`src/rtl/osc_frame_collector.sv`:
```
// Serial frame collector: hunts a sync pattern in the oscillator bit stream, then
// deserializes WIDTH bits MSB-first into a single-entry valid/ready holding register.
module osc_frame_collector #(
  parameter int                  WIDTH    = 8,
  parameter int                  SYNC_LEN = 4,
  parameter logic [SYNC_LEN-1:0] SYNC     = 4'b1011
) (
  input  logic             clk,
  input  logic             rst,
  input  logic             din,
  input  logic             din_en,
  input  logic             out_ready,
  output logic             out_valid,
  output logic [WIDTH-1:0] out_data,
  output logic             in_frame,
  output logic             overflow,
  output logic [7:0]       sync_cnt
);

  localparam int HW = $clog2(SYNC_LEN + 1);
  localparam int BW = $clog2(WIDTH);

  typedef enum logic {HUNT = 1'b0, COLLECT = 1'b1} state_t;

  state_t                state_q;
  logic [SYNC_LEN-1:0]   sync_sr_q;
  logic [HW-1:0]         hunt_cnt_q;
  logic [BW-1:0]         bit_cnt_q;
  logic [WIDTH-1:0]      word_sr_q;
  logic                  out_valid_q;
  logic [WIDTH-1:0]      out_data_q;
  logic                  overflow_q;
  logic [7:0]            sync_cnt_q;

  logic [SYNC_LEN-1:0]   sync_win_d;
  logic [WIDTH-1:0]      word_d;
  logic                  match;
  logic                  word_done;
  logic                  xfer;
  logic                  load;

  // The window includes the incoming bit so the completing bit switches state this cycle.
  always_comb begin
    sync_win_d = {sync_sr_q[SYNC_LEN-2:0], din};
    word_d     = {word_sr_q[WIDTH-2:0], din};
    match      = (state_q == HUNT) && din_en && (sync_win_d == SYNC) &&
                 (hunt_cnt_q >= HW'(SYNC_LEN - 1));
    word_done  = (state_q == COLLECT) && din_en && (bit_cnt_q == BW'(WIDTH - 1));
    xfer       = out_valid_q && out_ready;
    load       = !out_valid_q || out_ready;
  end

  always_ff @(posedge clk or posedge rst) begin
    if (rst) begin
      state_q     <= HUNT;
      sync_sr_q   <= '0;
      hunt_cnt_q  <= '0;
      bit_cnt_q   <= '0;
      word_sr_q   <= '0;
      out_valid_q <= 1'b0;
      out_data_q  <= '0;
      overflow_q  <= 1'b0;
      sync_cnt_q  <= '0;
    end else begin
      if (xfer) out_valid_q <= 1'b0;
      case (state_q)
        HUNT: begin
          if (din_en) begin
            sync_sr_q <= sync_win_d;
            if (hunt_cnt_q != HW'(SYNC_LEN)) hunt_cnt_q <= hunt_cnt_q + 1'b1;
            if (match) begin
              state_q   <= COLLECT;
              bit_cnt_q <= '0;
              if (sync_cnt_q != 8'hFF) sync_cnt_q <= sync_cnt_q + 8'd1;
            end
          end
        end
        COLLECT: begin
          if (din_en) begin
            word_sr_q <= word_d;
            bit_cnt_q <= bit_cnt_q + 1'b1;
            if (word_done) begin
              // A full holding register that is not draining this edge loses the new word.
              if (load) begin
                out_data_q  <= word_d;
                out_valid_q <= 1'b1;
              end else begin
                overflow_q <= 1'b1;
              end
              state_q    <= HUNT;
              sync_sr_q  <= '0;
              hunt_cnt_q <= '0;
            end
          end
        end
        default: state_q <= HUNT;
      endcase
    end
  end

  assign out_valid = out_valid_q;
  assign out_data  = out_data_q;
  assign in_frame  = (state_q == COLLECT);
  assign overflow  = overflow_q;
  assign sync_cnt  = sync_cnt_q;

endmodule

```
`config.mk`:
```
export PLATFORM = sky130hd
export DESIGN_NAME = osc_frame_collector
export DESIGN_NICKNAME = d
export VERILOG_FILES = /design/src/rtl/osc_frame_collector.sv
export SDC_FILE = /design/constraint.sdc
export NUM_CORES = 1
export LEC_CHECK = 0
export ABC_AREA = 1
export BUFFER_PORTS_ARGS = -buffer_cell sky130_fd_sc_hd__buf_2
export CAP_MARGIN = 40
export CELL_PAD_IN_SITES_DETAIL_PLACEMENT = 2
export CELL_PAD_IN_SITES_GLOBAL_PLACEMENT = 2
export CORE_MARGIN = 1
export CORE_UTILIZATION = 36
export DETAILED_ROUTE_END_ITERATION = 10
export GPL_ROUTABILITY_DRIVEN = 0
export GPL_TIMING_DRIVEN = 0
export PLACE_DENSITY_LB_ADDON = 0.1
export SYNTH_ARGS = -nofsm -noshare
export SYNTH_HDL_FRONTEND = slang
export SYNTH_SLANG_ARGS = --single-unit
```
`constraint.sdc`:
```
create_clock -name clk -period 2.6 [get_ports clk]
set_clock_uncertainty 0.1 [all_clocks]
set_input_delay 0.26 -clock clk [delete_from_list [all_inputs] [get_ports clk]]
set_output_delay 0.26 -clock clk [all_outputs]
set_load 0.02 [all_outputs]
```
* Word-level counts from Yosys, hierarchy flattened *
Cells that the tools add are included.

cells by class
  equality and inequality tests = 9
  order comparisons = 1
  reduce and logical (&&, ||, !) cells = 15
  add/subtract/negate cells = 3
  bitwise operators = 2
  mux-type cells = 23

operators by type and width
  cell                                                                number
  2-to-1 mux 3 bit                                                    10
  one-hot mux 3 bit (2 select lines)                                  3
  AND reduction 4 bit                                                 4
  2-to-1 mux 1 bit                                                    9
  adder 8 x 1 -> 8 bit (second input constant)                        1
  inequality test 8 bit (second input constant)                       1
  adder 3 x 1 -> 3 bit (second input constant)                        2
  logical AND 1 bit                                                   6
  inequality test 2 bit (second input constant)                       3
  AND reduction 3 bit                                                 2
  equality test 4 bit (second input constant)                         1
  inequality test 2 x 1 -> 1 bit (second input constant)              2
  equality test 3 bit (second input constant)                         1
  greater-or-equal comparator 3 x 2 -> 1 bit (second input constant)  1
  inequality test 3 bit (second input constant)                       1
  NOT 1 bit                                                           2
  one-hot mux 1 bit (2 select lines)                                  1
  AND reduction 2 bit                                                 1
  zero test 1 bit                                                     1
  logical OR 1 bit                                                    1

word-level totals
  output and inout bits = 19
  bits of input ports = 5
  logic and storage cells = 62
  register bits = 35

* Longest topological paths before layout *
  depth in word-level cells = 7
  depth in mapped cells = 9
  depth with buffers taken out = 9

* Least setup slack after synthesis *
No wires, ideal clock.

  path type = reg-to-reg
  start point = register sync_cnt_q[0] (netlist: sync_cnt[0])
  end point = register sync_cnt_q[2] (netlist: sync_cnt[2])
  clock period less this slack = 1.497 ns
  data arrival time = 1.280 ns
  buffers on the path = 0
  slack = 1.103 ns
  stages on the path, launching flop included = 9
  required time = 2.382 ns
  library setup time = 0.118 ns
  path through = dfrtp_1 ha_1 nand2_1 nor2_1 nand2_1 nand2_1 nor2_4 nand2_1 nand2_1

between the ends
  cells in the longest elaborated chain, start to end = 2
  elaborated cells between the ends (all ways) = 3
  classes of those cells = add/sub: 1; eq/ne: 1; reduce/logical: 1

RTL lines
  what                                                          RTL line  text
  start: declaration                                            33        logic [7:0] sync_cnt_q;
  start signal: assignment                                      74        if (sync_cnt_q != 8'hFF) sync_cnt_q <= sync_cnt_q + 8'd1;
  branches (longest 2 deep; another with adder 8 x 1 -> 8 bit)  --

Several ways; the timed one is not identified.
A chain may end at the register's enable or synchronous reset.

* Worst setup path after layout *
  start point = register hunt_cnt_q[0]
  end point = register sync_cnt_q[4] (netlist: sync_cnt[4])

between the ends
  cells in the longest elaborated chain, start to end = 3

RTL lines
  what                                        RTL line  text
  start: declaration                          27        logic [HW-1:0] hunt_cnt_q;
  start signal: assignment                    70        if (hunt_cnt_q != HW'(SYNC_LEN)) hunt_cnt_q <= hunt_cnt_q + 1'b1;
  greater-or-equal comparator 3 x 2 -> 1 bit  47        (hunt_cnt_q >= HW'(SYNC_LEN - 1));
  logical AND 1 bit                           46        match = (state_q == HUNT) && din_en && (sync_win_d == SYNC) &&
  AND reduction 4 bit (no source line)        --

No other way between the ends.

==> metrics.md <==
| Metric | Value |
|---|---|
| Status | finished with violations |
| Failing checks | negative hold slack |
| GR Util met3 | 0.03463 |
| Starting Density | 0.3793 |
| DR vias/cell | 4.941 |
| First-pass GRT wire length | 7314 um |
| Worst skew pair latency | 290 ps |
| Power per cell area | 916.8 nW/um^2 |
| Placed insts | 265 |
| CP cell instances | ha_1, ha_1, nor2_1, nand2_1, nand3_4, inv_2, nand2_1, nand2_1, nand2_1 |
| Most frequent CP cell | nand2_1 |
| Library cells used by synthesis | 22 |
| Syn avg cell area | 8.798 um^2 |
| Root buf cell | clkbuf_8 |
| Sequential area share after synthesis | 0.5267 |
| Synth Instances | 189 |
| DRT Pass-1 Iters | 4 |
| Area Growth Syn to Fin | 17.61% |
| Post-CTS setup buffer count | 0 |
| Synthesized area | 1663 um^2 |
| First-iteration detailed-routing DRC count | 40 |
| Slew @ Worst Pin | 743.1 ps |
| CP required | 2730 ps |
| Number of diodes | 0 |
| Worst hold margin | -20.05 ps |
| Inserted Clock Buffers | 5 |
| CP arrival | 1820 ps |
| Fin crit share | 0.6479 |
| Final WL | 4165 um |
| # rows | 24 |
| FF-to-FF path depth | 9 |
| Slew Viols, Final | 0 |
| Count of final setup violators | 0 |
| Clk slew on worst S/H paths | 80 ps |
| # nets final | 231 |
| Total Routing Usage GR | 0.1955 |
| Ys Warns | 0 |
| Drt drc | 0 |
| Final Critical Period | 1685 ps |
| Die Ht | 69.97 um |
| Global routing's busiest layer | met2 |
| Fraction of layout cells with a size suffix above 1 | 0.2353 |
| Crit-path max FO | 6 |
| Slew headroom | 0.5041 |
| VDD IR max | 0.4754 mV |
| Setup TNS | 0 ps |
| Hold crit path type | in -> async |
| Die W | 69.97 um |
| Final instance area | 1956 um^2 |
| Fmax | 0.5936 GHz |
| CTS Sinks | 35 |
| Grt met2 use | 0.3376 |
| WL/cell | 15.26 um |
| Fill cells | 491 |
| Cell Area, Placed | 1871 um^2 |
| H-tree Lvls | 2 |
| Crit. End Element | flop |
| Util after Layout | 0.4461 |
| Seq cells post-synth | 35 |
| Final hold violation count | 15 |
| Post-synthesis net count | 200 |
| Via count | 1349 |
| Grt total ovfl | 0 |
| R2r setup slk | 920 ps |
| CTS Hold Buffers Added | 0 |
| Initial antenna violation count | 0 |
| Static leakage | 0.001080 uW |
| Ports | 24 |
| Detail Route Antenna Nets | 0 |
| Crit start category | flop |
| Met1 global-route usage | 0.2374 |
| Slowest stage delay, CP | 430 ps |
| Max Root-Sink Buffers | 2 |
| RSZ-0062 raised after global routing | no |
| Die area | 4895 um^2 |
| CTS tree | built |
| Reg2reg end | sync_cnt[4]$_DFFE_PP0P_ |
| Core Area | 4384 um^2 |
| CP Class | reg -> reg |
| Number of port buffers | 23 |
| Reg2reg start | hunt_cnt_q[0]$_DFFE_PP0P_ |
| Layout Cells excl Fill | 273 |
| DP Wirelength | 3206 um |
| Max-cap violations | 0 |
| CTS resizes | 0 |
| Pin count of the biggest net entering global routing | 21 |
| CP max stage cell | dfrtp_1 |
| Vias in the first global route | 1532 |
-- Yosys cell counts --
library cell,count,area (um^2)
buf_6,1,11.26
o21ai_2,7,61.31
o21ai_0,12,60.06
a21oi_1,2,10.01
xor2_1,3,26.28
o22ai_1,3,18.77
o21bai_1,1,7.510
nand4_1,1,6.260
nand3_1,9,45.04
nand2_2,4,25.02
inv_2,4,15.01
clkbuf_1,1,3.750
inv_4,1,6.260
nand3b_1,2,15.01
inv_1,21,78.83
dfrtp_1,35,875.8
nor2_1,6,22.52
nand3_4,1,17.52
nor2_4,1,11.26
nand2_4,2,22.52
nand2_1,66,247.7
ha_1,6,75.07
-- cell usage in the layout, fill, tap and decap left out --
master	netlist	routed
a21oi_1	2	2
buf_16	0	1
buf_2	0	23
buf_6	1	1
clkbuf_1	1	2
clkbuf_8	0	5
clkinv_2	0	1
clkinvlp_4	0	1
dfrtp_1	35	35
ha_1	6	6
inv_1	21	21
inv_2	4	4
inv_4	1	1
nand2_1	66	66
nand2_2	4	4
nand2_4	2	2
nand3_1	9	9
nand3_4	1	1
nand3b_1	2	2
nand4_1	1	1
nor2_1	6	6
nor2_4	1	1
o21ai_0	12	12
o21ai_2	7	7
o21bai_1	1	1
o22ai_1	3	3
xor2_1	3	3
-- critical path, delay by kind of cell, from the launching register on --
kind | cells | cell delay [ps]
fa+ha+maj | 2 | 390
simple gates | 6 | 650
flops | 1 | 430
buf+inv | 1 | 50
-- state kept, by name (all words and copies together) (netlist names) --
register,count
overflow,1
sync_cnt,8
out_data,8
in_frame,1
hunt_cnt_q,3
sync_sr_q,3
out_valid,1
bit_cnt_q,3
word_sr_q,7
-- area by class of cell --
class                           count  area [um^2]  area share
Sequential cell                    35        875.8      0.4479
Multi-Input combinational cell    126        671.9      0.3436
Timing Repair Buffer               24        142.6     0.07294
Inverter                           26        100.1     0.05118
Clock buffer                        6        72.57     0.03711
Tap cell                           52        65.06     0.03327
Buffer                              2        15.01    0.007678
Clock inverter                      2        12.51    0.006398
-- worst max path at each step --
stage	startpoint	endpoint
4_1_cts	hunt_cnt_q[0]$_DFFE_PP0P_	sync_cnt[4]$_DFFE_PP0P_
6_report	hunt_cnt_q[0]$_DFFE_PP0P_	sync_cnt[4]$_DFFE_PP0P_
5_1_grt	hunt_cnt_q[0]$_DFFE_PP0P_	sync_cnt[5]$_DFFE_PP0P_
3_5_place_dp	hunt_cnt_q[0]$_DFFE_PP0P_	sync_cnt[4]$_DFFE_PP0P_
2_1_floorplan	sync_cnt[0]$_DFFE_PP0P_	sync_cnt[2]$_DFFE_PP0P_
3_3_place_gp	rst	word_sr_q[0]$_DFFE_PP0P_
-- kinds of logic (layout without fill, tap and decap cells) --
logic type                 count (synthesis)  count (layout)  share of synthesized area
AOI/OAI and AO/OA                         25              25                    0.09481
adders and majority gates                  6               6                    0.04515
xor gates and xnor gates                   3               3                    0.01580
buffers and inverters                     28              60                    0.06922
DFF                                       35              35                     0.5267
and+or+nand+nor                           92              92                     0.2483
-- power breakdown --
part	internal, uW	switching (uW)	total (uW)
registers	710	110	820
logic	201	379	580
clock network	187	205	392
total	1100	694	1790
-- per-layer routing --
metal | share of wire | wire, um
met1 | 0.45 | 1868
met5 | 0 | 0
met3 | 0.030 | 123
met2 | 0.50 | 2103
met4 | 0.016 | 68
-- through the flow --
step / power [uW] / setup slack (ps)
2_1_floorplan: 1226 / 1103
3_3_place_gp: 1355 / 963.8
3_5_place_dp: 1434 / 902.7
4_1_cts: 1831 / 882.7
5_1_grt: 1947 / 748.2
6_report: 1793 / 915.4
No activity file was read; power rests on OpenSTA's default activity.
